==> src/rtl/frankie_io_out_fifo.sv <==
`default_nettype none
// ============================================================================
// Module      : frankie_io_out_fifo
// Description : Output FIFO behind the Frankie core's io_out port. Captures
//               every word written by the core's IO-write instruction and
//               drains it to an external device over a valid/ready handshake.
//               It decouples single-cycle core IO writes from a slower
//               peripheral. io_full is the stall request for the core's
//               control unit.
//               Reads are first-word-fall-through: dev_data and dev_valid
//               come combinationally from registered state.
// Ports       :
//   clock         in   1        single clock, all state on posedge
//   reset         in   1        synchronous, active-low
//   io_out        in   WIDTH    word from the core
//   io_wr         in   1        core write strobe
//   io_full       out  1        FIFO full, core stalls IO writes
//   dev_data      out  WIDTH    head-of-FIFO word
//   dev_valid     out  1        dev_data is valid
//   dev_ready     in   1        device accepts dev_data
//   count         out  AW+1     occupancy 0..DEPTH
//   overflow      out  1        sticky: a write was dropped while full
//   ovf_clr       in   1        clears overflow
//   words_sent    out  16       (IO_OUT_STATS_EN only) pops, wrapping
//   words_dropped out  16       (IO_OUT_STATS_EN only) dropped writes, wrapping
// Options     : IO_OUT_STATS_EN -- adds the words_sent/words_dropped counters
// Revision    : 1.0 - initial release
// ============================================================================
module frankie_io_out_fifo #(
  parameter int WIDTH = 16,
  parameter int DEPTH = 8,
  parameter int AW    = 3
) (
  input  logic             clock,
  input  logic             reset,
  input  logic [WIDTH-1:0] io_out,
  input  logic             io_wr,
  output logic             io_full,
  output logic [WIDTH-1:0] dev_data,
  output logic             dev_valid,
  input  logic             dev_ready,
  output logic [AW:0]      count,
  output logic             overflow,
  input  logic             ovf_clr
`ifdef IO_OUT_STATS_EN
  ,
  output logic [15:0]      words_sent,
  output logic [15:0]      words_dropped
`endif
);

  localparam logic [AW:0] c_depth = (AW+1)'(DEPTH);

  logic [WIDTH-1:0] r_mem [DEPTH];
  logic [AW-1:0]    r_wr_ptr;
  logic [AW-1:0]    r_rd_ptr;
  logic [AW:0]      r_count;
  logic             r_overflow;

  logic w_full;
  logic w_valid;
  logic w_push;
  logic w_pop;
  logic w_drop;

  assign w_full  = (r_count == c_depth);
  assign w_valid = (r_count != '0);
  assign w_pop   = w_valid & dev_ready;
  // A write into a full FIFO still succeeds if the head leaves in the same
  // cycle. The slot being freed is the one the write pointer already addresses.
  assign w_push  = io_wr & (~w_full | w_pop);
  assign w_drop  = io_wr & w_full & ~w_pop;

  assign io_full   = w_full;
  assign dev_valid = w_valid;
  assign dev_data  = r_mem[r_rd_ptr];
  assign count     = r_count;
  assign overflow  = r_overflow;

  // Storage is not reset. Stale contents are unreachable once the pointers
  // and count are cleared.
  always_ff @(posedge clock) begin
    if (w_push) begin
      r_mem[r_wr_ptr] <= io_out;
    end
  end

  always_ff @(posedge clock) begin
    if (!reset) begin
      r_wr_ptr   <= '0;
      r_rd_ptr   <= '0;
      r_count    <= '0;
      r_overflow <= 1'b0;
    end else begin
      if (w_push) begin
        r_wr_ptr <= r_wr_ptr + 1'b1;
      end
      if (w_pop) begin
        r_rd_ptr <= r_rd_ptr + 1'b1;
      end
      if (w_push && !w_pop) begin
        r_count <= r_count + 1'b1;
      end else if (w_pop && !w_push) begin
        r_count <= r_count - 1'b1;
      end
      // A drop in the same cycle as a clear wins, so the event is not lost.
      if (w_drop) begin
        r_overflow <= 1'b1;
      end else if (ovf_clr) begin
        r_overflow <= 1'b0;
      end
    end
  end

`ifdef IO_OUT_STATS_EN
  logic [15:0] r_words_sent;
  logic [15:0] r_words_dropped;

  always_ff @(posedge clock) begin
    if (!reset) begin
      r_words_sent    <= '0;
      r_words_dropped <= '0;
    end else begin
      if (w_pop) begin
        r_words_sent <= r_words_sent + 1'b1;
      end
      if (w_drop) begin
        r_words_dropped <= r_words_dropped + 1'b1;
      end
    end
  end

  assign words_sent    = r_words_sent;
  assign words_dropped = r_words_dropped;
`endif

endmodule
`default_nettype wire

==> config.mk <==
export PLATFORM = sky130hd
export DESIGN_NAME = frankie_io_out_fifo
export DESIGN_NICKNAME = d
export VERILOG_FILES = /design/src/rtl/frankie_io_out_fifo.sv
export SDC_FILE = /design/constraint.sdc
export NUM_CORES = 1
export LEC_CHECK = 0
export CORE_ASPECT_RATIO = 0.7
export CORE_MARGIN = 2
export CORE_UTILIZATION = 56
export CTS_CLUSTER_SIZE = 20
export DETAILED_ROUTE_END_ITERATION = 10
export HOLD_SLACK_MARGIN = 0.03
export PLACE_DENSITY = 0.84
export SYNTH_ARGS = -nofsm -noshare
export SYNTH_HDL_FRONTEND = slang
export SYNTH_SLANG_ARGS = --single-unit
==> constraint.sdc <==
create_clock -name clock -period 3.4 [get_ports clock]
set_input_delay 0.68 -clock clock [delete_from_list [all_inputs] [get_ports clock]]
set_output_delay 0.68 -clock clock [all_outputs]
set_load 0.01 [all_outputs]
### Word-level counts from Yosys, hierarchy flattened

Memories as Yosys holds them, arrays and structs flattened. A register that Yosys moved wholly into a read port is not among the register bits.
Cells that the tools add are included.

| word-level totals | value |
|---|---|
| memories | 1 |
| output and inout bits | 23 |
| register bits after elaboration | 11 |
| word-level logic and storage cells | 32 |
| bits in writable memories | 128 |

Memories:

| name | depth | width | rd ports | clocked after Yosys merged registers in | wr ports | line | text |
|---|---|---|---|---|---|---|---|
| r_mem | 8 | 16 | 1 | 1 | 1 | 54 | `logic [WIDTH-1:0] r_mem [DEPTH];` |

| operators by class | value |
|---|---|
| equality and inequality tests | 1 |
| bitwise gates (word level) | 7 |
| multiplexer cells | 8 |
| reductions and logical operators | 7 |
| add/subtract/negate cells | 4 |

Operators by type and width:

| cell | count |
|---|---|
| two-way mux 4 bit | 2 |
| adder 3 x 1 -> 3 bit (second input constant) | 2 |
| two-way mux 3 bit | 2 |
| adder 4 x 1 -> 4 bit (second input constant) | 1 |
| bitwise AND 1 bit | 4 |
| equality test 4 bit (second input constant) | 1 |
| two-way mux 1 bit | 4 |
| nonzero test 2 bit | 2 |
| nonzero test 4 bit | 1 |
| subtractor 4 x 1 -> 4 bit (second input constant) | 1 |
| logical AND 1 bit | 2 |
| zero test 1 bit | 2 |
| inverter 1 bit | 2 |
| bitwise OR 1 bit | 1 |

### Longest topological paths before layout

| logic depth | value |
|---|---|
| depth after elaboration | 8 |
| depth in mapped cells | 10 |
| mapped depth without buffers | 10 |

### Worst setup path after synthesis

Ideal clock, no wire load.

| path | value |
|---|---|
| path type | in2reg |
| from | input port dev_ready |
| to | memory r_mem[0][0] (enable) |
| slack | 640 ps |
| arrival | 2329 ps |
| required time | 2970 ps |
| stages on the path | 2 |
| setup time | 430 ps |
| cells stage by stage | o21ai_4 nor4_1 |

| between the ends | value |
|---|---|
| longest elaborated chain between the ends | 5 |

Ends and longest elaborated chain:

| what | line | text |
|---|---|---|
| from (decl) | 41 | `input logic dev_ready,` |
| bitwise AND 1 bit | 68 | `assign w_pop = w_valid & dev_ready;` |
| bitwise OR 1 bit | 71 | `assign w_push = io_wr & (~w_full \| w_pop);` |
| bitwise AND 1 bit | 71 |  |
| two-way mux 1 bit | 83 | `if (w_push) begin` |
| two-way mux 1 bit (implied by the code) | 84 | `r_mem[r_wr_ptr] <= io_out;` |
| to (decl) | 54 |  |

Every way passes these cells.

==> run_results.csv <==
group,metric,value,unit
run,maxCapViolations,0,
clocking,h-tree-depth,4,
final_layout,fillers,600,
place,gp_congestion,0.744,
critical_path,crit_fanout,32,
global_routing,grt_max_degree,33,
die,initial_utilization,0.573,
clocking,root_buffer,"clkbuf_16",
power,swShare,0.241,
clocking,path_clk_slew,0.05,ns
place,port_buffers,43,
final_layout,layout.nets,351,
die,coreArea,9610,um2
timing,hold_viol_final,0,
final_layout,area.growth.synth_to_final,22.4,%
place,dp_cells,433,
die,row_count,30,
synth,yosysSeqAreaShare,0.749,
critical_path,r2r_slack,0.61,ns
clocking,cts_tree,"done",
timing,slew_headroom,0.679,
synth,avgSynthCellArea,21.0,um2
timing,fin_worst_skew,0.00755,ns
clocking,clk_latency,0.41,ns
power,vdd_drop_max,510,uV
synth,netlist.area_leader.share,0.698,
drt,routed_via_density,5.70,
synth,synth_top_area_cell,"edfxtp_1",
power,p_sw,0.00121,W
clocking,clkSinkCount,142,
die,die_area,10700,um2
power,p_int,0.00382,W
synth,yosys_most_used_dff,"edfxtp_1",
timing,period_share,0.901,
drt,wl_met3,523,um
synth,synth_most_common_cell,"edfxtp_1",
drt,top_layer_used,"met4",
drt,drt-met1-wl,4170,um
timing,worstMarginPinSlew,0.481,ns
timing,maxSlewViolCount,0,
critical_path,crit_buf_inv,2,
drt,wl,10100,um
critical_path,rr_worst_depth,10,
critical_path,cp_top_family,"multiplexers",
drt,wl_met2,5250,um
power,power_density,747,nW/um2
synth,synth_commonest_cells,"edfxtp_1 (128), mux4_2 (32), mux2_2 (16)",
place,dp_hpwl,5700,um
clocking,cts_resized,0,
critical_path,cp_slowest_stage_delay,0.57,ns
synth,synthTopCellsByArea,"edfxtp_1 (70%), mux4_2 (13%), dfxtp_1 (5.1%)",
critical_path,cpMaxStageDelayCell,"mux4_2",
critical_path,critPathLaunchType,"register",
global_routing,grt.overflow.total,0,
synth,ys_warn_count,0,
synth,async_reset_ff_frac,0,
critical_path,crit_cells,4,
drt,drtAntennaViolNets,0,
die,io_pins,44,
final_layout,drive_gt1_frac,0.282,
critical_path,cp.arrival,2.38,ns
synth,synth_edf_count,128,
critical_path,critPathKind,"register to output pin",
synth,synth_cells,262,
synth,synth_fp_nets,289,
timing,tns,0,ns
global_routing,grtUsageTotal,0.212,
worst_hold_path,hold_depth,2,
power,p_seq_frac,0.413,
global_routing,grt_pass1_vias,2755,
drt,first_iter_violations,197,
run_status,status,"finished, final reports clean",
critical_path,endpoint_kind,"output pin",
critical_path,critPathRequiredTime,2.72,ns
final_layout,num_antenna_cells,0,
power,p_leak,2.20,nW
drt,first_pass_iters,4,
clocking,cts_inserted_buffers,17,
clocking,cts_hold_repair.buffers,0,
synth,synth_cell_types,31,
timing,finalSetupViolations,0,
die,die_y,87.0,um
global_routing,grt_pass1_wl,15600,um
timing,fin_crit,3.06,ns
final_layout,finalNonFillerCells,465,
global_routing,antenna_found_initial,0,
timing,fmax,327,MHz
clocking,post_cts_buffers,0,
synth,synth_area,5510,um2
timing,rsz0062_at_grt,"false",
power,p_clk_frac,0.344,
power,combPwrFrac,0.243,
drt,post_drt_wl_per_cell,21.6,um
drt,via_count,2649,
drt,drc_errors,0,
die,die_w,123,um
critical_path,worstPathCellList,"buf_12 -> mux4_2 -> mux2_2 -> clkdlybuf4s50_1",
synth,synth-seq-cells,142,
clocking,max-clock-path-buffers,2,
worst_hold_path,hp-class,"register to register",
[layout by cell type (no fill, tap or decap), drive strengths merged, types with 5 or more instances in the layout]
cell,synthesis,layout
mux4,32,32
nand2,7,7
dfxtp,14,14
ha,5,5
nand3,5,5
clkbuf,4,28
inv,4,5
clkdlybuf4s50,0,43
and2,7,7
buf,7,11
edfxtp,128,128
mux2,16,16
xnor2,6,6
[worst paths after layout]
check,startpoint,end
max,register,dev_data[5]
min,r_rd_ptr[1]$_SDFFE_PN0N_,register
max reg2reg,count[1]$_SDFFE_PN0P_,count[3]$_SDFFE_PN0P_
min reg2reg,r_rd_ptr[1]$_SDFFE_PN0N_,register
[metal layers]
| metal | up-vias | track usage |
|---|---|---|
| met2 | 70 | 0.347 |
| met5 | - | 0 |
| met1 | 1372 | 0.277 |
| met3 | 15 | 0.0648 |
| met4 | 0 | 0.0679 |
| li1 | 1192 | - |
[power by group through the flow]
stage | clock, W | sequential (W) | combinational (W)
detailed placement | 0 | 0.00212 | 0.00123
global route | 0.00184 | 0.00209 | 0.00132
global placement | 0 | 0.00211 | 0.00121
floorplan | 0 | 0.00211 | 0.000794
finish | 0.00173 | 0.00208 | 0.00122
CTS | 0.00176 | 0.00208 | 0.00125
[cell families after synthesis]
kind of cell	synth area share
AO/OA/AOI/OAI	0.0116
XOR/XNOR	0.00955
adder cells (fa/ha/maj)	0.0150
buffers and inverters	0.0125
flip-flops	0.749
multiplexers	0.167
AND/OR/NAND/NOR	0.0350
[state kept, by name (all words and copies together), names as in the netlist, named ones only]
register,count
count,4
overflow,1
r_mem,128
r_rd_ptr,3
r_wr_ptr,3
[stage by stage]
stage          utilization  area [um2]  hold WS [ns]  total power, W  setup WS, ns
2_1_floorplan            -        5510         0.467         0.00290         0.640
3_3_place_gp         0.642        6160         0.493         0.00331         0.461
3_5_place_dp         0.642        6160         0.495         0.00335         0.334
4_1_cts              0.701        6740         0.502         0.00509         0.293
5_1_grt              0.701        6740         0.524         0.00525         0.262
6_report             0.701        6740         0.501         0.00504         0.338
[layout make-up]
cell class | instances | area [um2] | area share
multi-input cells | 105 | 1340 | 0.199
inverters | 4 | 15.0 | 0.00223
well taps | 128 | 160 | 0.0238
flip-flops and latches | 142 | 4130 | 0.612
clock inverters | 4 | 23.8 | 0.00353
repair buffers | 54 | 526 | 0.0780
clock buffers | 28 | 549 | 0.0815
[worst register-to-register path, cell delays in order, from the launching register on]
cell	delay, ns
dfxtp_1	0.37
or4b_4	0.59
o21ai_4	0.28
inv_1	0.12
ha_1	0.23
inv_1	0.13
ha_1	0.29
a21oi_1	0.21
a211oi_1	0.11
a31oi_1	0.20
mux2i_1	0.20
(Power assumes the default switching activity.)
==> RTL change: new RTL, config.mk and constraints unchanged <==
Build with the macro `IO_OUT_STATS_EN` defined.
--- a/src/rtl/frankie_io_out_fifo.sv
+++ b/src/rtl/frankie_io_out_fifo.sv
@@ -28,2 +28,4 @@
 // ============================================================================
+`define IO_OUT_STATS_EN
+
 module frankie_io_out_fifo #(
Function (old outputs only; new: words_dropped and words_sent): kept (Yosys induction, for registers that start in step).
==> RTL change against the original RTL <==
- sequential cell count increased by 32
- fmax hardly changed
- setup slack worse by 1.3 ps
- design area grew 26%
- total power rose by 14%
- wire length increased by 38%
- area after synthesis up 25%
- critical path type unchanged
- via count increased by 52%
- critical endpoint is now dev_data[6]
- clock skew rose by 0.63 ps
- largest cell class unchanged
==> RTL change: results (changes against the original RTL) <==
{
  "worstHoldStart": {"value": "overflow"},
  "numPlacedInstances": {"value": 654, "change": "+51%"},
  "globalRouteMet1Util": {"value": 30.0, "unit": "%", "change": "+2.3 points"},
  "detailroute.wirelength.met2": {"value": 7090, "unit": "um", "change": "+35%"},
  "mappedNetlistNets": {"value": 455, "change": "+57%"},
  "static-leakage-power": {"value": 2.76, "unit": "nW", "change": "+25%"},
  "final-nonclk-buf-share": {"value": 10.2, "unit": "%", "change": "+2.4 points"},
  "outcome": {"value": "completed"},
  "met3_usage_grt": {"value": 6.18, "unit": "%", "change": "-0.29 points"},
  "first_global_vias": {"value": 4070, "change": "+48%"},
  "postPlaceCellArea": {"value": 7870, "unit": "um2", "change": "+28%"},
  "met3RoutedLength": {"value": 881, "unit": "um", "change": "+68%"},
  "gp_routability_congestion": {"value": 0.790, "change": "+6.3%"},
  "n_sequential_cell": {"value": 174, "change": "+23%"},
  "synth_compound_area_share": {"value": 3.39, "unit": "%", "change": "+2.2 points"},
  "syn-instance-count": {"value": 426, "change": "+63%"},
  "inverters_excl_clock": {"value": 6, "change": "+2"},
  "critical-path-max-stage-delay": {"value": 540, "unit": "ps", "change": "-30 ps"},
  "synthDistinctLibCells": {"value": 37, "change": "+19%"},
  "worst_clock_skew": {"value": 8.18, "unit": "ps", "change": "+0.632 ps"},
  "r2r_start": {"value": "count[0]"},
  "wl": {"value": 13900, "unit": "um", "change": "+38%"},
  "avgSynthCellArea": {"value": 16.1, "unit": "um2", "change": "-23%"},
  "synth.area.mux_share": {"value": 13.6, "unit": "%", "change": "-3.2 points"},
  "post-dp-hpwl": {"value": 8440, "unit": "um", "change": "+48%"},
  "synth-seq-area-share": {"value": 69.4, "unit": "%", "change": "-5.5 points"},
  "yosys-top-cells-area": {"value": "edfxtp_1 (56%), dfxtp_1 (13%), mux4_2 (10%), mux2_2 (2.6%), xor2_1 (2.0%)"},
  "r2r_cells": {"value": 9, "change": "-1"},
  "synth_xor_xnor_area_share": {"value": 2.55, "unit": "%", "change": "+1.6 points"}
}
==> RTL change: changes by cell type in the layout (fill, tap and decap cells not counted), moves of 13 or more <==
cell,unedited run,this run
a21oi_1,1,22
nor2_1,4,31
or3_1,0,13
clkdlybuf4s50_1,43,75
xor2_1,0,16
dfxtp_1,13,45
==> RTL change: tightest hold or removal path, cell delays in order (launching register included) <==
cell      delay [ps]
dfxtp_1          310
nand2b_1          60
a21oi_1           50
==> RTL change: how the worst max path moves through the flow <==
stage | start | endpoint | slack [ps]
floorplan | dev_ready | count[3] | 840
global placement | dev_ready | count[3] | 600
CTS | flip-flop | dev_data[6] | 300
detailed placement | dev_ready | count[3] | 470
finish | flip-flop | dev_data[6] | 340
global route | flip-flop | dev_data[6] | 240
==> RTL change: report_power, final <==
part           internal (W)  switching, W  total, W
sequential          0.00239     0.0000778   0.00247
combinational      0.000720      0.000574   0.00129
clock               0.00117      0.000806   0.00197
